### src/rtl/dpll_loop_ctrl.sv
// dpll_loop_ctrl: reference-clocked DPLL loop filter with mode FSM and lock detector.
// The brake/recover sequence and div_delta logic are compiled in only when DPLL_BRAKE_EN is defined.
module dpll_loop_ctrl #(
  parameter int ERR_W        = 13,
  parameter int CNT_W        = 10,
  parameter int CTRL_W       = 16,
  parameter int KP           = 10,
  parameter int KI           = 1,
  parameter int KI_FREQ      = 400,
  parameter int FACQ_SETTLE  = 2,
  parameter int FREQ_TOL     = 1,
  parameter int LOCK_THRESH  = 64,
  parameter int LOCK_COUNT   = 32,
  parameter int BRAKE_CODE   = 2000,
  parameter int BRAKE_HOLD   = 100,
  parameter int BRAKE_DIV    = 300,
  parameter int RECOVER_STEP = 4
) (
  input  logic                     refclk_i,
  input  logic                     reset_i,
  input  logic                     enable_i,
  input  logic                     tdc_valid_i,
  input  logic signed [ERR_W-1:0]  tdc_err_i,
  input  logic        [CNT_W-1:0]  fmeas_i,
  input  logic        [CNT_W-1:0]  divn_i,
  input  logic                     brake_i,
  output logic signed [CTRL_W-1:0] dctrl_o,
  output logic        [CNT_W-1:0]  div_delta_o,
  output logic        [2:0]        state_o,
  output logic                     locked_o
);

  localparam int ACC_W    = CTRL_W + 4;
  localparam int WIDE_W   = 64;
  localparam int SETTLE_W = $clog2(FACQ_SETTLE + 2);
  localparam int LOCK_W   = $clog2(LOCK_COUNT + 2);

  localparam logic signed [WIDE_W-1:0] ONE        = 1;
  localparam logic signed [WIDE_W-1:0] ACC_MAX    = (ONE <<< (ACC_W - 1)) - ONE;
  localparam logic signed [WIDE_W-1:0] ACC_MIN    = -ACC_MAX - ONE;
  localparam logic signed [WIDE_W-1:0] CTRL_MAX   = (ONE <<< (CTRL_W - 1)) - ONE;
  localparam logic signed [WIDE_W-1:0] CTRL_MIN   = -CTRL_MAX - ONE;
  localparam logic signed [WIDE_W-1:0] KP_W       = KP;
  localparam logic signed [WIDE_W-1:0] KI_W       = KI;
  localparam logic signed [WIDE_W-1:0] KI_FREQ_W  = KI_FREQ;
  localparam logic signed [WIDE_W-1:0] FREQ_TOL_W = FREQ_TOL;
  localparam logic signed [WIDE_W-1:0] LOCK_TH_W  = LOCK_THRESH;
  localparam logic signed [ERR_W-1:0]  ERR_MAX    = {1'b0, {(ERR_W-1){1'b1}}};
  localparam logic signed [ERR_W-1:0]  ERR_MIN    = {1'b1, {(ERR_W-1){1'b0}}};

`ifdef DPLL_BRAKE_EN
  localparam int HOLD_W = $clog2(BRAKE_HOLD + 2);
  localparam logic signed [WIDE_W-1:0] BRAKE_CODE_W = BRAKE_CODE;
  localparam logic        [CNT_W-1:0]  STEP_C       = CNT_W'(RECOVER_STEP);

  typedef enum logic [2:0] {
    ST_IDLE       = 3'd0,
    ST_FREQ_ACQ   = 3'd1,
    ST_PHASE_ACQ  = 3'd2,
    ST_LOCKED     = 3'd3,
    ST_BRAKING    = 3'd4,
    ST_RECOVERING = 3'd5
  } state_t;
`else
  typedef enum logic [2:0] {
    ST_IDLE      = 3'd0,
    ST_FREQ_ACQ  = 3'd1,
    ST_PHASE_ACQ = 3'd2,
    ST_LOCKED    = 3'd3
  } state_t;
`endif

  function automatic logic signed [ACC_W-1:0] clampAcc(input logic signed [WIDE_W-1:0] v);
    if (v > ACC_MAX)      clampAcc = ACC_MAX[ACC_W-1:0];
    else if (v < ACC_MIN) clampAcc = ACC_MIN[ACC_W-1:0];
    else                  clampAcc = v[ACC_W-1:0];
  endfunction

  function automatic logic signed [CTRL_W-1:0] clampCtrl(input logic signed [WIDE_W-1:0] v);
    if (v > CTRL_MAX)      clampCtrl = CTRL_MAX[CTRL_W-1:0];
    else if (v < CTRL_MIN) clampCtrl = CTRL_MIN[CTRL_W-1:0];
    else                   clampCtrl = v[CTRL_W-1:0];
  endfunction

  state_t                   state_q, state_d;
  logic signed [ACC_W-1:0]  accum_q, accum_d;
  logic signed [CTRL_W-1:0] dctrl_q, dctrl_d;
  logic                     locked_q, locked_d;
  logic [SETTLE_W-1:0]      settleCnt_q, settleCnt_d;
  logic [LOCK_W-1:0]        lockCnt_q, lockCnt_d;
  logic [2:0]               freqCnt_q, freqCnt_d;
  logic [2:0]               lossCnt_q, lossCnt_d;
  logic [2:0]               fsCnt_q, fsCnt_d;

  logic signed [CNT_W+1:0]  ferr;
  logic signed [WIDE_W-1:0] accW, errW, ferrW, accFreqW, accPhaseW;
  logic signed [ACC_W-1:0]  accFreq, accPhase;
  logic signed [CTRL_W-1:0] ctrlFreq, ctrlPhase;
  logic                     errInBound, errFullScale, ferrInTol;

`ifdef DPLL_BRAKE_EN
  logic [CNT_W-1:0]         divDelta_q, divDelta_d;
  logic [HOLD_W-1:0]        holdCnt_q, holdCnt_d;
  logic                     brakePrev_q, brakeEdge;
  logic signed [ACC_W-1:0]  accBrake;
  logic signed [WIDE_W-1:0] accBrakeW;
  logic signed [CTRL_W-1:0] ctrlBrake;

  assign brakeEdge   = brake_i & ~brakePrev_q;
  assign ferr        = $signed({2'b00, divn_i}) - $signed({2'b00, divDelta_q})
                     - $signed({2'b00, fmeas_i});
  assign accBrake    = clampAcc(accW - BRAKE_CODE_W);
  assign accBrakeW   = accBrake;
  assign ctrlBrake   = clampCtrl(accBrakeW);
  assign div_delta_o = divDelta_q;
`else
  logic unusedBrake;
  assign unusedBrake = brake_i;
  assign ferr        = $signed({2'b00, divn_i}) - $signed({2'b00, fmeas_i});
  assign div_delta_o = '0;
`endif

  // Both filter laws are evaluated every cycle; the FSM picks which one commits.
  assign accW      = accum_q;
  assign errW      = tdc_err_i;
  assign ferrW     = ferr;
  assign accFreq   = clampAcc(accW + KI_FREQ_W * ferrW);
  assign accFreqW  = accFreq;
  assign ctrlFreq  = clampCtrl(accFreqW);
  assign accPhase  = clampAcc(accW + KI_W * errW);
  assign accPhaseW = accPhase;
  assign ctrlPhase = clampCtrl(accPhaseW + KP_W * errW);

  assign errInBound   = (errW <= LOCK_TH_W) && (errW >= -LOCK_TH_W);
  assign errFullScale = (tdc_err_i == ERR_MAX) || (tdc_err_i == ERR_MIN);
  assign ferrInTol    = (ferrW <= FREQ_TOL_W) && (ferrW >= -FREQ_TOL_W);

  always_ff @(posedge refclk_i) begin
    if (reset_i) begin
      state_q     <= ST_IDLE;
      accum_q     <= '0;
      dctrl_q     <= '0;
      locked_q    <= 1'b0;
      settleCnt_q <= '0;
      lockCnt_q   <= '0;
      freqCnt_q   <= '0;
      lossCnt_q   <= '0;
      fsCnt_q     <= '0;
`ifdef DPLL_BRAKE_EN
      divDelta_q  <= '0;
      holdCnt_q   <= '0;
      brakePrev_q <= 1'b0;
`endif
    end else begin
      state_q     <= state_d;
      accum_q     <= accum_d;
      dctrl_q     <= dctrl_d;
      locked_q    <= locked_d;
      settleCnt_q <= settleCnt_d;
      lockCnt_q   <= lockCnt_d;
      freqCnt_q   <= freqCnt_d;
      lossCnt_q   <= lossCnt_d;
      fsCnt_q     <= fsCnt_d;
`ifdef DPLL_BRAKE_EN
      divDelta_q  <= divDelta_d;
      holdCnt_q   <= holdCnt_d;
      brakePrev_q <= brake_i;
`endif
    end
  end

  // Priority: enable fall, then leaving IDLE, then brake edge, then per-sample mode logic.
  always_comb begin
    state_d     = state_q;
    accum_d     = accum_q;
    dctrl_d     = dctrl_q;
    locked_d    = locked_q;
    settleCnt_d = settleCnt_q;
    lockCnt_d   = lockCnt_q;
    freqCnt_d   = freqCnt_q;
    lossCnt_d   = lossCnt_q;
    fsCnt_d     = fsCnt_q;
`ifdef DPLL_BRAKE_EN
    divDelta_d  = divDelta_q;
    holdCnt_d   = holdCnt_q;
`endif
    if (!enable_i) begin
      state_d   = ST_IDLE;
      locked_d  = 1'b0;
      lockCnt_d = '0;
      freqCnt_d = '0;
      lossCnt_d = '0;
      fsCnt_d   = '0;
`ifdef DPLL_BRAKE_EN
      divDelta_d = '0;
      holdCnt_d  = '0;
`endif
    end else if (state_q == ST_IDLE) begin
      state_d     = ST_FREQ_ACQ;
      settleCnt_d = SETTLE_W'(FACQ_SETTLE);
    end
`ifdef DPLL_BRAKE_EN
    else if (brakeEdge) begin
      state_d    = ST_BRAKING;
      accum_d    = accBrake;
      dctrl_d    = ctrlBrake;
      divDelta_d = CNT_W'(BRAKE_DIV);
      holdCnt_d  = HOLD_W'(BRAKE_HOLD);
      locked_d   = 1'b0;
      lockCnt_d  = '0;
      freqCnt_d  = '0;
      lossCnt_d  = '0;
      fsCnt_d    = '0;
    end
`endif
    else if (tdc_valid_i) begin
      case (state_q)
        ST_FREQ_ACQ: begin
          if (settleCnt_q != '0) begin
            settleCnt_d = settleCnt_q - 1'b1;
          end else begin
            accum_d = accFreq;
            dctrl_d = ctrlFreq;
            if (!ferrInTol) begin
              freqCnt_d = '0;
            end else if (freqCnt_q == 3'd3) begin
              state_d   = ST_PHASE_ACQ;
              freqCnt_d = '0;
            end else begin
              freqCnt_d = freqCnt_q + 3'd1;
            end
          end
        end
        ST_PHASE_ACQ, ST_LOCKED: begin
          accum_d = accPhase;
          dctrl_d = ctrlPhase;
          if (errFullScale && fsCnt_q == 3'd3) begin
            state_d   = ST_FREQ_ACQ;
            locked_d  = 1'b0;
            lockCnt_d = '0;
            lossCnt_d = '0;
            fsCnt_d   = '0;
          end else begin
            fsCnt_d = errFullScale ? fsCnt_q + 3'd1 : 3'd0;
            if (state_q == ST_PHASE_ACQ) begin
              if (!errInBound) begin
                lockCnt_d = '0;
              end else begin
                lockCnt_d = lockCnt_q + 1'b1;
                if (lockCnt_q == LOCK_W'(LOCK_COUNT - 1)) begin
                  state_d   = ST_LOCKED;
                  locked_d  = 1'b1;
                  lossCnt_d = '0;
                end
              end
            end else if (errInBound) begin
              lossCnt_d = '0;
            end else if (lossCnt_q == 3'd3) begin
              state_d   = ST_PHASE_ACQ;
              locked_d  = 1'b0;
              lockCnt_d = '0;
              lossCnt_d = '0;
            end else begin
              lossCnt_d = lossCnt_q + 3'd1;
            end
          end
        end
`ifdef DPLL_BRAKE_EN
        ST_BRAKING: begin
          if (holdCnt_q <= HOLD_W'(1)) begin
            holdCnt_d = '0;
            state_d   = ST_RECOVERING;
          end else begin
            holdCnt_d = holdCnt_q - HOLD_W'(1);
          end
        end
        ST_RECOVERING: begin
          accum_d = accFreq;
          dctrl_d = ctrlFreq;
          if (divDelta_q <= STEP_C) begin
            divDelta_d = '0;
            state_d    = ST_FREQ_ACQ;
          end else begin
            divDelta_d = divDelta_q - STEP_C;
          end
        end
`endif
        default: state_d = ST_IDLE;
      endcase
    end
  end

  assign dctrl_o  = dctrl_q;
  assign state_o  = state_q;
  assign locked_o = locked_q;

endmodule
### config.mk
export PLATFORM = sky130hd
export DESIGN_NAME = dpll_loop_ctrl
export DESIGN_NICKNAME = d
export VERILOG_FILES = /design/src/rtl/dpll_loop_ctrl.sv
export SDC_FILE = /design/constraint.sdc
export NUM_CORES = 1
export LEC_CHECK = 0
export CAP_MARGIN = 20
export CORE_MARGIN = 3
export CORE_UTILIZATION = 66
export DETAILED_ROUTE_END_ITERATION = 8
export MAX_ROUTING_LAYER = met4
export PLACE_DENSITY = 0.95
export SYNTH_ARGS = -nofsm -noshare
export SYNTH_HDL_FRONTEND = slang
export SYNTH_SLANG_ARGS = --single-unit
### constraint.sdc
create_clock -name refclk_i -period 14.5 [get_ports refclk_i]
set_input_delay 4.35 -clock refclk_i [delete_from_list [all_inputs] [get_ports refclk_i]]
set_output_delay 4.35 -clock refclk_i [all_outputs]
set_load 0.005 [all_outputs]
[Yosys cells after proc, flatten, opt, wreduce, memory -nomap -nowiden]
Cells that the tools add are included.
Storage, ports and cells
  flip-flop bits (word level): 57
  input port bits: 38
  output and inout port bits: 30
  word-level logic and storage cells: 135
Operators by class
  add/sub/neg operators: 9
  multiply operators: 2
  $lt $le $gt $ge: 12
  eq/ne operators: 26
  multiplexer cells: 49
  bitwise logic cells: 3
  reductions and logical operators: 24
Operator list (number)
  two-way mux 20 bit: 5
  two-way mux 16 bit: 5
  two-way mux 3 bit: 19
  case mux 20 bit (2 select lines): 1
  case mux 16 bit (2 select lines): 1
  two-way mux 6 bit: 5
  == test 13 bit, second input constant: 2
  adder 20 x 21 -> 22 bit: 1
  greater-than comparator 22 x 20 -> 1 bit, second input constant: 1
  less-than comparator 22 x 20 -> 1 bit, second input constant: 1
  adder 20 x 13 -> 21 bit: 1
  adder 20 x 18 -> 21 bit: 1
  greater-than comparator 21 x 16 -> 1 bit, second input constant: 1
  greater-than comparator 21 x 20 -> 1 bit, second input constant: 1
  less-than comparator 21 x 16 -> 1 bit, second input constant: 1
  less-than comparator 21 x 20 -> 1 bit, second input constant: 1
  greater-than comparator 20 x 16 -> 1 bit, second input constant: 1
  less-than comparator 20 x 16 -> 1 bit, second input constant: 1
  != test 5 bit, second input constant: 4
  multiplier 4 x 13 -> 17 bit, first input constant: 1
  multiplier 6 x 11 -> 17 bit, first input constant: 1
  != test 4 bit, second input constant: 4
  AND reduction 8 bit: 2
  == test 3 x 2 -> 1 bit, second input constant: 5
  29 further kinds: 59

[Longest topological paths before layout]
Gate-level depths: netlist of the first run.
  depth after elaboration: 11
  depth in mapped cells: 33
  depth with buffers taken out: 32

[Least setup slack after synthesis of the first run]
No wires, ideal clock.
  path kind: input-to-reg
  from: input port divn_i[0]
  to: register dctrl_q[13] (netlist: dctrl_o[13])
  library setup time: 0.117 ns
  arrival: 10.386 ns
  data required time: 14.383 ns
  path slack: 3.997 ns
  stages: 32
  path buffers: 3
  cells stage by stage: inv_1 > ha_1 > inv_1 > fa_1 > a21o_1 > a21oi_1 > o21bai_1 > a31oi_1 > o21bai_1 > a21o_1 > clkbuf_1 > fa_1 > inv_1 > ha_1 > ha_1 > a21oi_1 > o21ai_0 > a21o_1 > a21o_1 > xor2_1 > ha_1 > clkbuf_1 > nand2_1 > nor2_1 > a31o_2 > a41o_1 > xnor2_1 > a21boi_2 > buf_6 > a211oi_1 > nand2_1 > a32o_1
Between the ends
  cells in the longest elaborated chain, start to end: 11
  elaborated cells between the ends (all ways): 13
  classes of those cells: 2 x add/sub; 1 x mul; 4 x order compare; 6 x mux
Ends and longest elaborated chain
  start: declaration: RTL line 25  | input logic [CNT_W-1:0] divn_i,
  subtractor 10 x 10 -> 11 bit *: RTL line 119  | assign ferr = $signed({2'b00, divn_i}) - $signed({2'b00, fmeas_i});
  multiplier 6 x 11 -> 17 bit *: RTL line 127  | assign accFreq = clampAcc(accW + KI_FREQ_W * ferrW);
  adder 20 x 21 -> 22 bit *: RTL line 127
  less-than comparator 22 x 20 -> 1 bit: RTL line 75  | else if (v < ACC_MIN) clampAcc = ACC_MIN[ACC_W-1:0];
  two-way mux 20 bit: RTL line 75
  two-way mux 20 bit *: RTL line 74  | if (v > ACC_MAX) clampAcc = ACC_MAX[ACC_W-1:0];
  less-than comparator 20 x 16 -> 1 bit: RTL line 81  | else if (v < CTRL_MIN) clampCtrl = CTRL_MIN[CTRL_W-1:0];
  two-way mux 16 bit: RTL line 81
  two-way mux 16 bit *: RTL line 80  | if (v > CTRL_MAX) clampCtrl = CTRL_MAX[CTRL_W-1:0];
  two-way mux 16 bit *: RTL line 219  | if (settleCnt_q != '0) begin
  case mux 16 bit (2 select lines) *: RTL line 217  | case (state_q)
  end signal: assignment: RTL line 157  | dctrl_q <= dctrl_d;
  end: declaration: RTL line 87  | logic signed [CTRL_W-1:0] dctrl_q, dctrl_d;
Every way passes the cells marked *; elsewhere a longest branch is shown, timed or not. The select of a mux whose other input is x is not followed.
A chain may end at the register's enable or synchronous reset.

[Worst setup path in the final report of the first run]
  from: input port fmeas_i[1]
  to: register dctrl_q[13] (netlist: dctrl_o[13])
Between the ends
  cells in the longest elaborated chain, start to end: 11
  elaborated cells between the ends (all ways): 13
  classes of those cells: 2 x add/sub; 1 x mul; 4 x order compare; 6 x mux
Ends and longest elaborated chain
  start: declaration: RTL line 24  | input logic [CNT_W-1:0] fmeas_i,
  subtractor 10 x 10 -> 11 bit *: RTL line 119
  multiplier 6 x 11 -> 17 bit *: RTL line 127
  adder 20 x 21 -> 22 bit *: RTL line 127
  less-than comparator 22 x 20 -> 1 bit: RTL line 75
  two-way mux 20 bit: RTL line 75
  two-way mux 20 bit *: RTL line 74
  less-than comparator 20 x 16 -> 1 bit: RTL line 81
  two-way mux 16 bit: RTL line 81
  two-way mux 16 bit *: RTL line 80
  two-way mux 16 bit *: RTL line 219
  case mux 16 bit (2 select lines) *: RTL line 217
Marked as above.

==> summary.md, run 1 <==
| Metric | Value |
|---|---|
| DRC | 0 |
| GPL Wtd Cong | 0.9552 |
| Initial Util | 0.6905 |
| Post-synthesis register bit count | between 50 and 60 |
| Number of DRC markers in iteration 0 | 1163 |
| Die Y | 119.3 µm |
| CTS Buf Count | 5 |
| Pwr/cell area | 187.5 nW/µm² |
| Synthesis Warnings | 0 |
| Post-DP HPWL | approximately 19 mm |
| Largest net degree at the start of global routing | 40 |
| Rows | 40 |
| Gr usage total | 0.3248 |
| CP endpoint kind | register |
| Worst-path clk slew | 0.07 ns |
| Resize count post-CTS | 0 |
| Final worst setup slack | 2.686 ns |
| Ys async rst share | 0 |
| Port-buffer cells | between 50 and 60 |
| CORE AREA | 12260 µm² |
| Via count | 8518 |
| Final setup viols | 0 |
| Wl on met1 | 9.276 mm |
| Mapped Area | 8467 µm² |
| H-tree depth | 2 |
| Leakage power | 4.162 nW |
| Synth unique cells | 95 |
| Wire length on met3 | 2.146 mm |
| Compound-Gate Fraction of Synth Area | 0.3062 |
| Status | finished, final reports clean |
| Synth top area share | 0.2025 |
| Worst IR drop on VDD | 0.0001395 V |
| Crit path largest cell delay | a little under 0.7 ns |
| Congestion Overflow GR | 0 |
| Initial antenna violation count | 0 |
| IO Pins | 68 |
| Final ANT Viol Nets | 0 |
| Vias per Instance | 6.634 |
| Clock skew | approximately 0.0062 ns |
| Synth Area per Inst | 7.832 µm² |
| Die ar. | ~14000 µm² |
| Drt first pass iters | 6 |
| Period utilization | 0.8147 |
| Synth Area in Adders | 0.2285 |
| Max-slew violations | 0 |
| Max FO, Critical Path | 13 |
| CTS tree | built |
| Clk sinks | 56 |
| Antenna Cells | 0 |
| Simple-gate share of the synthesized area | 0.1832 |
| Max frequency | 84.65 MHz |
| CTS Buffer Depth | 2 |
| Share of cells above drive strength 1 | 0.05018 |
| Clock latency on the worst-skew pair | ~0.3 ns |
| Drt total wl | 22.87 mm |
| Final hold violations | 0 |
| Slew at the pin closest to its max-slew limit | 1.039 ns |
| Top Metal Used | met4 |
| Setup WS pre-CTS | 2.630 ns |
| Vias in the first global route | slightly below 8000 |
| Type of origin of the critical path | input port |
| P&R area growth vs syn | 8.926% |
| Top post-synthesis cells by area | ha_1 (20%), dfxtp_1 (13%), a21oi_1 (4.8%), xnor2_1 (4.4%), nor2_1 (4.1%) |
| Setup TNS | 0 ns |
| Period minus WS final | 11.81 ns |
| XOR/XNOR Fraction of Synth Area | 0.07551 |
| Multiplexer share of the synthesized area | 0.01256 |
| Critical Path AT | 12.01 ns |
| Postcts setup bufs | 0 |
| Yosys top cell by area | ha_1 |
| Largest family of logic cells by synthesized area | compound AO/OA/AOI/OAI gates |
| Wire length per cell | 17.81 µm |
| Worst EP required | 14.69 ns |
| CP Class | in -> reg |
| Max_slew headroom | 0.3062 |
| Number of max-cap violations | 0 |
| Post-synth EDFFs | 0 |
| RSZ-0062 raised after global routing | no |
| Layout Nets | 1300 |
| Global-route wire length before repair | 37.66 mm |
| Critical path's most frequent cell | ha_1 |
| CP max-delay cell | a211oi_1 |
| Leading cell types in the layout, fill and taps excluded | ha_1 (137), nor2_1 (92), inv_1 (82) |
| Commonest non-fill, non-tap cell in the layout | ha_1 |
| Met2 WL post-DR | 10.67 mm |
| Post-synthesis sequential area ratio | 0.1324 |
| Tightest Hold Check Type | reg -> reg |
| Synth Flop Type | dfxtp_1 |
| Clock root cell | clkbuf_16 |
| Hold_buf cts | 0 |
| Cells after Synth | 1081 |
| Chip Width | 119.3 µm |
cell type report:
class / instances / area (µm²)
clock buffer: 6 / 128.9
fill: 904 / 3039
clock inverter: 2 / 13.76
sequential: 56 / 1121
timing repair buffer: 58 / 573.1
multi-input combinational: 912 / 6868
tap: 168 / 210.2
inverter: 82 / 307.8
routing by layer:
metal / global-route usage / vias up
met1: 0.4135 / 3934
met5: - / -
met4: 0.1007 / 0
met3: 0.04796 / 67
li1: - / 4043
met2: 0.5327 / 474
where the power goes:
group          switching, W  internal, W
clock network     0.0000582    0.0000647
registers        0.00000805     0.000160
logic              0.000874     0.000564
total              0.000940     0.000789
stage by stage:
stage	hold WS, ns	utilization	total power, W	cells	area, µm²
floorplan	0.4432	-	0.001282	1091	8504
global placement	0.4517	0.7405	0.001528	1276	9080
detailed placement	0.4656	0.7405	0.001562	1276	9080
CTS	0.4758	0.7521	0.001695	1284	9223
global route	0.4961	0.7521	0.001879	1284	9223
finish	0.4755	0.7521	0.001730	1284	9223
kinds of logic (layout without fill, tap and decap cells):
group | after synthesis | after routing
XOR/XNOR | 73 | 73
AND/OR/NAND/NOR | 315 | 315
multiplexers | 10 | 10
buffers and inverters | 123 | 148
AO/OA/AOI/OAI | 354 | 354
adder cells (fa/ha/maj) | 149 | 149
flip-flops | 56 | 56
other | 1 | 11
cells in the mapped netlist, types with 5 or more instances:
| cell type | n |
|---|---|
| ha_1 | 137 |
| nor2_1 | 93 |
| inv_1 | 82 |
| a21oi_1 | 81 |
| nand2_1 | 73 |
| o21ai_0 | 57 |
| dfxtp_1 | 56 |
| xnor2_1 | 43 |
| a21o_1 | 37 |
| xor2_1 | 30 |
| clkbuf_1 | 21 |
| nand2b_1 | 20 |
| nand3_1 | 19 |
| nor3_1 | 19 |
| nand4_1 | 18 |
| a211oi_1 | 17 |
| or3_1 | 14 |
| nor2b_1 | 12 |
| a31oi_1 | 11 |
| buf_4 | 11 |
| o21a_1 | 11 |
| o21bai_1 | 11 |
| fa_1 | 10 |
| and3_1 | 9 |
| nor4_1 | 9 |
| a311oi_1 | 8 |
| mux2i_1 | 8 |
| o211ai_1 | 8 |
| o22ai_1 | 8 |
| o31a_1 | 8 |
| o31ai_1 | 8 |
| a211o_1 | 6 |
| and2_1 | 6 |
| buf_2 | 6 |
| a31o_2 | 5 |
| a32o_1 | 5 |
| o21ai_1 | 5 |
path summary, 6_finish.rpt:
check | startpoint | to | slack (ns) | cells after the start
worst min register to register | freqCnt_q[1]$_SDFFE_PP0P_ | freqCnt_q[1]$_SDFFE_PP0P_ | 0.48 | 2
worst min-delay path | freqCnt_q[1]$_SDFFE_PP0P_ | freqCnt_q[1]$_SDFFE_PP0P_ | 0.48 | 2
worst max register to register | accum_q[0]$_SDFFE_PP0P_ | dctrl_o[14]$_SDFFE_PP0P_ | 8.18 | 21
worst max-delay path | fmeas_i[1] | dctrl_o[13]$_SDFFE_PP0P_ | 2.69 | 32
registers in the layout, summed over array words and instances, names as in the netlist, 2 cells and up:
signal and count:
accum_q 20, fsCnt_q 3, lockCnt_q 6, dctrl_o 16, settleCnt_q 2, lossCnt_q 3, state_o 2, freqCnt_q 3
critical path, delay by kind of cell:
kind	cells	cell delay, ns
buffers and inverters	3	0.60
adders and majority gates	5	1.60
AOI/OAI and AO/OA	14	3.22
xor gates and xnor gates	4	0.83
and+or+nand+nor	6	1.40
Power figures use the tool's default switching activity.
==> run 2: changes to the inputs <==
--- a/config.mk
+++ b/config.mk
@@ -7,10 +7,10 @@
 export LEC_CHECK = 0
 export CAP_MARGIN = 20
 export CORE_MARGIN = 3
-export CORE_UTILIZATION = 66
+export CORE_UTILIZATION = 61
 export DETAILED_ROUTE_END_ITERATION = 8
 export MAX_ROUTING_LAYER = met4
-export PLACE_DENSITY = 0.95
+export PLACE_DENSITY = 0.91
 export SYNTH_ARGS = -nofsm -noshare
 export SYNTH_HDL_FRONTEND = slang
 export SYNTH_SLANG_ARGS = --single-unit
==> constraint.sdc (replaced) <==
create_clock -name refclk_i -period 11.4 [get_ports refclk_i]
set_input_delay 3.42 -clock refclk_i [delete_from_list [all_inputs] [get_ports refclk_i]]
set_output_delay 3.42 -clock refclk_i [all_outputs]
set_load 0.005 [all_outputs]
==> run 2 against run 1 <==
  * Combinational power is 26% higher
  * Cell area increased by 0.20%
  * Register-to-register slack got worse by 3.1 ns
  * Critical endpoint unchanged
  * Count of clock-buffer cells in the layout decreased by 1
==> summary.md, run 2 (synthesized netlist as in run 1, its figures left out) <==
| Metric | Value |
|---|---|
| Period minus WS final | 10.47 ns |
| Die ar. | 15330 µm² (was 14220 µm²) |
| Final hold violations | 0 (unchanged) |
| NetSw | 0.001184 W (was 0.0009405 W) |
| Hold_buf cts | 0 (unchanged) |
| Clock skew | 0.009265 ns (was 0.006173 ns) |
| Initial antenna violation count | 0 (unchanged) |
| Tightest Hold Check Type | reg -> reg (unchanged) |
| Antenna Cells | 0 (unchanged) |
| Max FO, Critical Path | 13 (unchanged) |
| Worst-path clk slew | 0.08 ns (was 0.07 ns) |
| Wire length per cell | 17.62 µm (was 17.81 µm) |
| Largest register FFs | 20 (unchanged) |
| CP Class | in -> reg (unchanged) |
| Final ANT Viol Nets | 0 (unchanged) |
| Final setup viols | 0 (unchanged) |
| IO Pins | 68 (unchanged) |
| Crit path largest cell delay | 0.49 ns (was 0.68 ns) |
| Register name with the most flops | accum_q (unchanged) |
| Clk sinks | 56 (unchanged) |
| P&R area growth vs syn | 9.147% (was 8.926%) |
| Clock root cell | clkbuf_16 (unchanged) |
| Die Y | 123.8 µm (was 119.3 µm) |
| Resize count post-CTS | 0 (unchanged) |
| Max-slew violations | 0 (unchanged) |
| Vias per Instance | 6.437 (was 6.634) |
| Sw Ratio | 0.5410 (was 0.5438) |
| Clock latency on the worst-skew pair | 0.30 ns (about the same) |
| Setup TNS | 0 ns (unchanged) |
| DRC | 0 (unchanged) |
| Drt total wl | 22.76 mm (was 22.87 mm) |
| Status | finished, final reports clean (unchanged) |
| Share of cells above drive strength 1 | 0.05108 (was 0.05018) |
| Period utilization | 0.9182 |
| Crit path from | fmeas_i[0] (was fmeas_i[1]) |
| Port-buffer cells | 55 (unchanged) |
| Post-DP HPWL | 18.44 mm (was 18.59 mm) |
| Slew at the pin closest to its max-slew limit | 0.9869 ns (was 1.039 ns) |
| GPL Wtd Cong | 1.042 (was 0.9552) |
| RSZ-0062 raised after global routing | no (unchanged) |
| Rows | 42 (was 40) |
| Leading cell types in the layout, fill and taps excluded | ha_1 (137), nor2_1 (92), inv_1 (82) (unchanged) |
| Drt first pass iters | 6 (unchanged) |
| Post-Place Cell Area | 9090 µm² (was 9080 µm²) |
| Type of origin of the critical path | input port (unchanged) |
| CORE AREA | 13400 µm² (was 12260 µm²) |
| Pwr/cell area | 236.8 nW/µm² (was 187.5 nW/µm²) |
| Sequential Power Share | 0.098 (was 0.097) |
| Vias in the first global route | 7787 (was 7759) |
| Layout Nets | 1300 (unchanged) |
| Critical Path AT | 10.66 ns (was 12.01 ns) |
| CP endpoint kind | register (unchanged) |
| Gr usage total | 0.3083 (was 0.3248) |
| H-tree depth | 2 (unchanged) |
| Global-route wire length before repair | 37.38 mm (was 37.66 mm) |
| Largest net degree at the start of global routing | 40 (unchanged) |
| Number of max-cap violations | 0 (unchanged) |
| Postcts setup bufs | 0 (unchanged) |
| Number of DRC markers in iteration 0 | 931 (was 1163) |
| Initial Util | 0.6318 (was 0.6905) |
| Commonest non-fill, non-tap cell in the layout | ha_1 (unchanged) |
| CTS tree | built (unchanged) |
| Combinational power share | 0.828 (was 0.832) |
| Worst IR drop on VDD | 0.0001694 V (was 0.0001395 V) |
| Clock share of power | 0.074 (was 0.071) |
| Via count | 8316 (was 8518) |
| Worst Min Path Start | freqCnt_q[2]$_SDFFE_PP0P_ (was freqCnt_q[1]$_SDFFE_PP0P_) |
| Worst EP required | 11.59 ns (was 14.69 ns) |
| Max frequency | between 90 and 100 MHz |
| CP max-delay cell | fa_1 (was a211oi_1) |
| CTS Buf Count | 5 (unchanged) |
| CTS Buffer Depth | 2 (unchanged) |
| Max_slew headroom | 0.3411 (was 0.3062) |
| Leakage power | 4.159 nW (was 4.162 nW) |
| Final Cell Area | 9241 µm² (was 9223 µm²) |
| Reg2reg start | accum_q[0]$_SDFFE_PP0P_ (unchanged) |
| Congestion Overflow GR | 0 (unchanged) |
| Int Pwr | 0.001004 W (was 0.0007891 W) |
| Chip Width | 123.8 µm (was 119.3 µm) |
==> run 2: changes by cell type in the layout (fill, tap and decap cells not counted), sizes merged <==
cell	delta
clkinv	-1
clkinvlp	+2
clkbuf	-1
==> run 2: power by group through the flow <==
stage | clock network (W) | logic, W | registers (W)
6_report | 0.000162 | 0.00181 | 0.000214
5_1_grt | 0.000168 | 0.00201 | 0.000214
4_1_cts | 0.000160 | 0.00178 | 0.000213
3_5_place_dp | 0 | 0.00177 | 0.000218
3_3_place_gp | 0 | 0.00173 | 0.000218
2_1_floorplan | 0 | 0.00142 | 0.000213
==> run 2: routing by layer <==
metal  part of all wire  global-route usage
met1               0.43              0.3901
met4              0.041              0.1156
met2               0.45              0.4985
met3              0.077             0.04632
met5                  0                   -
==> run 2: through the flow <==
step                cells  total power, W  utilization  hold slack, ns  setup WS [ns]
floorplan            1091        0.001631            -          0.4432          1.827
global route         1292        0.002389       0.6896          0.4988         0.3197
global placement     1284        0.001947       0.6783          0.4549         0.8329
CTS                  1292        0.002158       0.6896          0.4773         0.9538
detailed placement   1284        0.001988       0.6783          0.4621         0.6776
finish               1292        0.002188       0.6896          0.4746         0.9330
==> run 2: critical path: cells and delay by family <==
kind            cells  cell delay [ns]
compound gates     15             3.13
fa+ha+maj           7             2.35
xor+xnor            3             0.87
buf+inv             5             0.71
simple gates        1             0.12
==> run 2: final timing paths <==
kind                                                   to  slack, ns  cells after the start
worst max-delay path             dctrl_o[13]$_SDFFE_PP0P_       0.93                     31
worst min-delay path            freqCnt_q[2]$_SDFFE_PP0P_       0.47                      2
worst max register to register    dctrl_o[0]$_SDFFE_PP0P_       5.11                     21
worst min register to register  freqCnt_q[2]$_SDFFE_PP0P_       0.47                      2
==> run 2: final cells by class <==
class                           count  area, µm²
Timing Repair Buffer               58      573.1
Tap cell                          176      220.2
Multi-Input combinational cell    912       6868
Sequential cell                    56       1121
Clock inverter                      3      26.28
Clock buffer                        5      125.1
Inverter                           82      307.8
Fill cell                        1083       4159
==> run 3: changes to the inputs <==
--- a/config.mk
+++ b/config.mk
@@ -7,10 +7,10 @@
 export LEC_CHECK = 0
 export CAP_MARGIN = 20
 export CORE_MARGIN = 3
-export CORE_UTILIZATION = 61
+export CORE_UTILIZATION = 40
 export DETAILED_ROUTE_END_ITERATION = 8
 export MAX_ROUTING_LAYER = met4
-export PLACE_DENSITY = 0.91
+export PLACE_DENSITY = 0.69
 export SYNTH_ARGS = -nofsm -noshare
 export SYNTH_HDL_FRONTEND = slang
 export SYNTH_SLANG_ARGS = --single-unit
==> constraint.sdc (replaced) <==
create_clock -name refclk_i -period 8.4 [get_ports refclk_i]
set_input_delay 2.52 -clock refclk_i [delete_from_list [all_inputs] [get_ports refclk_i]]
set_output_delay 2.52 -clock refclk_i [all_outputs]
set_load 0.005 [all_outputs]
==> run 3 against run 2 <==
  * The flow now stops in detailed routing
  * Global-route usage decreased by 8.6 points
  * Synthesized cell count unchanged
  * Synthesized area unchanged
==> summary.md, run 3 <==
| Metric | Value |
|---|---|
| Vias in the first global route | 8067 (was 7787) |
| Stopped at | detailed routing |
| Gr usage total | 0.2226 (was 0.3083) |
| Hold_buf cts | 0 (unchanged) |
| GPL Wtd Cong | 0.9388 (was 1.042) |
| Chip Width | 151.5 µm (was 123.8 µm) |
| Synth unique cells | 95 (unchanged) |
| Worst End Pin Type | sequential cell input |
| Post-synthesis register bit count | 56 (unchanged) |
| Post-synthesis sequential area ratio | 0.1324 (unchanged) |
| Yosys top cell by area | ha_1 (unchanged) |
| Clk sinks | 56 (unchanged) |
| Global-route wire length before repair | 40.14 mm (was 37.38 mm) |
| Largest net degree at the start of global routing | 40 (unchanged) |
| Initial Util | 0.4131 (was 0.6318) |
| Synthesis Warnings | 0 (unchanged) |
| Initial antenna violation count | 0 (unchanged) |
| Port-buffer cells | 55 (unchanged) |
| Synth top area share | 0.2025 (unchanged) |
| Die Y | 151.5 µm (was 123.8 µm) |
| Synth Flop Type | dfxtp_1 (unchanged) |
| Post-DP HPWL | 20.15 mm (was 18.44 mm) |
| Congestion Overflow GR | 0 (unchanged) |
| Setup WS pre-CTS | -0.8768 ns (was 0.6776 ns) |
| Ys async rst share | 0 (unchanged) |
| Clock root cell | clkbuf_16 (unchanged) |
| Worst EP post-GRT repair | accum_q[9]$_SDFFE_PP0P_/D |
| Most frequent cell after synthesis | ha_1 (unchanged) |
| H-tree depth | 2 (unchanged) |
| Rows | 52 (was 42) |
| Post-synth EDFFs | 0 (unchanged) |
| CTS Buffer Depth | 2 (unchanged) |
| CTS Buf Count | 5 (unchanged) |
| Status | did not finish (was finished, final reports clean) |
| IO Pins | 68 (unchanged) |
| Cells after Synth | 1081 (unchanged) |
| Synth Area per Inst | 7.832 µm² (unchanged) |
| Mapped Area | 8467 µm² (unchanged) |
| Most instantiated cells after synthesis | ha_1 (137), nor2_1 (93), inv_1 (82), a21oi_1 (81), nand2_1 (73) (unchanged) |
| Top post-synthesis cells by area | ha_1 (20%), dfxtp_1 (13%), a21oi_1 (4.8%), xnor2_1 (4.4%), nor2_1 (4.1%) (unchanged) |
| Error | [ERROR DRT-0255] Maze Route cannot find path of net refclk_i in worker of routeBox ( 96600 96600 ) ( 151490 151490 ). |
[run 3: layer usage]
| metal | global-route usage |
|---|---|
| met2 | 0.3730 |
| met3 | 0.02023 |
| met1 | 0.2966 |
| met4 | 0.04178 |
| met5 | - |
[run 3: logic make-up after synthesis]
kind of cell / count (synthesis) / share of synthesized area
compound gates: 354 / 0.3062
xor+xnor: 73 / 0.07551
simple gates: 315 / 0.1832
mux: 10 / 0.01256
flops: 56 / 0.1324
other cells: 1 / 0.0004429
buf+inv: 123 / 0.06118
fa+ha+maj: 149 / 0.2285
[run 3: metrics by stage]
step	utilization	TNS, ns	instance area (µm²)	instances
after floorplan	-	0	8574	1091
after global placement	0.4993	-23.91	10230	1506
after detailed placement	0.4993	-24.84	10230	1506
after CTS	0.5299	0	10860	1531
after global routing	0.5471	-0.2971	11210	1537
[run 3: timing repair]
| action | CTS | global route |
|---|---|---|
| endpoints found under the setup margin | 35 | 35 |
| pin swaps | 64 | 78 |
| buffers inserted | 18 | 7 |
| gates resized for setup | 63 | 77 |
| cloned | 1 | 0 |
==> run 4: changes to the inputs <==
--- a/config.mk
+++ b/config.mk
@@ -7,10 +7,9 @@
 export LEC_CHECK = 0
 export CAP_MARGIN = 20
 export CORE_MARGIN = 3
-export CORE_UTILIZATION = 40
+export CORE_UTILIZATION = 25
 export DETAILED_ROUTE_END_ITERATION = 8
-export MAX_ROUTING_LAYER = met4
-export PLACE_DENSITY = 0.69
+export PLACE_DENSITY_LB_ADDON = 0.15
 export SYNTH_ARGS = -nofsm -noshare
 export SYNTH_HDL_FRONTEND = slang
 export SYNTH_SLANG_ARGS = --single-unit
==> constraint.sdc (replaced) <==
create_clock -name refclk_i -period 10.92 [get_ports refclk_i]
set_input_delay 3.276 -clock refclk_i [delete_from_list [all_inputs] [get_ports refclk_i]]
set_output_delay 3.276 -clock refclk_i [all_outputs]
set_load 0.005 [all_outputs]
==> run 4 against run 3 <==
  * The run now ends clean
  * Global-route usage fell by 8.0 points
==> summary.md, run 4 (synthesized netlist as in run 1, its figures left out) <==
| Metric | Value |
|---|---|
| Number of max-cap violations | 0 |
| CP Class | in -> reg |
| Pwr/cell area | 247.1 nW/µm² |
| FILL cells | 3525 |
| Final Total Pwr | 0.002388 W |
| CTS tree | built |
| Gr usage total | 0.1429 (was 0.2226) |
| Clk sinks | 56 (unchanged) |
| Slew at the pin closest to its max-slew limit | 1.049 ns |
| Hold_buf cts | 0 (unchanged) |
| Via count | 7952 |
| Congestion Overflow GR | 0 (unchanged) |
| Share of cells above drive strength 1 | 0.05950 |
| GPL Wtd Cong | 0.8141 (was 0.9388) |
| Crit path largest cell delay | about 0.67 ns |
| Type of origin of the critical path | input port |
| Post-DP HPWL | 22.11 mm (was 20.15 mm) |
| Final hold violations | 0 |
| Status | finished, final reports clean (was did not finish) |
| Critical Path AT | 10.39 ns |
| Critical path's most frequent cell | ha_1 |
| Postcts setup bufs | 0 (was 18) |
| Final ANT Viol Nets | 0 |
| Worst EP required | approximately 11 ns |
| Max_slew headroom | 0.2942 |
| Commonest non-fill, non-tap cell in the layout | ha_1 |
| Wire length per cell | 16.88 µm |
| Final setup viols | 0 |
| IO Pins | 68 (unchanged) |
| Die Y | 190.0 µm (was 151.5 µm) |
| P&R area growth vs syn | 14.11% |
| Layout Nets | 1310 |
| Number of DRC markers in iteration 0 | 580 |
| Clock root cell | clkbuf_16 (unchanged) |
| Vias in the first global route | 7635 (was 8067) |
| Chip Width | 190.0 µm (was 151.5 µm) |
| Die ar. | 36110 µm² |
| Hold slack final | 0.4752 ns |
| Initial Util | 0.2570 (was 0.4131) |
| Max frequency | 98.06 MHz |
| CP max-delay cell | a211oi_1 |
| RSZ-0062 raised after global routing | no |
| Initial antenna violation count | 0 (unchanged) |
| Register name with the most flops | accum_q |
| Leading cell types in the layout, fill and taps excluded | ha_1 (137), nor2_1 (92), inv_1 (82) |
| Tightest Hold Check Type | reg -> reg |
| Period minus WS final | 10.20 ns |
| Port-buffer cells | 55 (unchanged) |
| Post-layout util | 0.2932 |
| Leakage power | 4.212 nW |
| Clock skew | 0.01551 ns |
| Largest net degree at the start of global routing | 40 (unchanged) |
| Period utilization | 0.9339 |
| Worst IR drop on VDD | 0.0001367 V |
| Resize count post-CTS | 0 (was 63) |
| Max-slew violations | 0 |
| Clock latency on the worst-skew pair | 0.31 ns |
| Setup TNS | 0 ns |
| DRC | 0 |
| CTS Buffer Depth | 2 (unchanged) |
| CTS Buf Count | 5 (unchanged) |
| CP endpoint kind | register |
| H-tree depth | 2 (unchanged) |
| Largest register FFs | 20 |
| Max FO, Critical Path | 8 |
| CORE AREA | 32950 µm² |
| Antenna Cells | 0 |
| Drt total wl | 26.46 mm |
| Worst-path clk slew | 0.09 ns |
| Global-route wire length before repair | 41.76 mm (was 40.14 mm) |
| Drt first pass iters | 5 |
| Vias per Instance | 5.071 |
| Rows | 66 (was 52) |
==> run 4: layout make-up <==
class	instances	area [µm²]	share of cell area
Multi-Input combinational cell	912	6868	0.7108
Clock buffer	5	125.1	0.01295
Tap cell	442	553.0	0.05724
Timing Repair Buffer	68	660.6	0.06838
Clock inverter	3	26.28	0.002720
Sequential cell	56	1121	0.1160
Inverter	82	307.8	0.03186
==> run 4: critical path: cells and delay by family <==
| kind | cells | cell delay (ns) |
|---|---|---|
| buffers and inverters | 4 | 0.60 |
| AND/OR/NAND/NOR | 3 | 0.32 |
| XOR/XNOR | 3 | 0.56 |
| adder cells (fa/ha/maj) | 7 | 2.43 |
| AO/OA/AOI/OAI | 13 | 3.18 |
==> run 4: through the flow <==
step | setup WS [ns] | instances | area (µm²)
CTS | 0.7102 | 1568 | 9662
floorplan | 1.491 | 1091 | 8504
finish | 0.7222 | 1568 | 9662
detailed placement | 0.3979 | 1560 | 9510
global route | 0.08464 | 1568 | 9662
global placement | 0.3974 | 1560 | 9510
==> run 4: per-layer routing <==
metal  GRT usage  up-vias  wire [µm]
met5           0        -          0
met4     0.02303        0        377
met3     0.01290       13        909
met2      0.2304      121      11670
met1      0.2098     3756      13510
li1            -     4062          -
==> run 4: path summary, 6_finish.rpt <==
path                             startpoint                   endpoint  slack [ns]  cells after the start
setup reg to reg    accum_q[0]$_SDFFE_PP0P_   dctrl_o[14]$_SDFFE_PP0P_        4.64                     22
hold / removal    freqCnt_q[1]$_SDFFE_PP0P_  freqCnt_q[1]$_SDFFE_PP0P_        0.48                      2
setup / recovery                 fmeas_i[0]   dctrl_o[13]$_SDFFE_PP0P_        0.72                     30
hold reg to reg   freqCnt_q[1]$_SDFFE_PP0P_  freqCnt_q[1]$_SDFFE_PP0P_        0.48                      2
==> run 4: where the power goes <==
group	internal, W	switching [W]	total, W
Sequential	0.000212	0.0000104	0.000223
Combinational	0.000778	0.00121	0.00199
Clock	0.0000871	0.0000849	0.000172
Total	0.00108	0.00131	0.00239
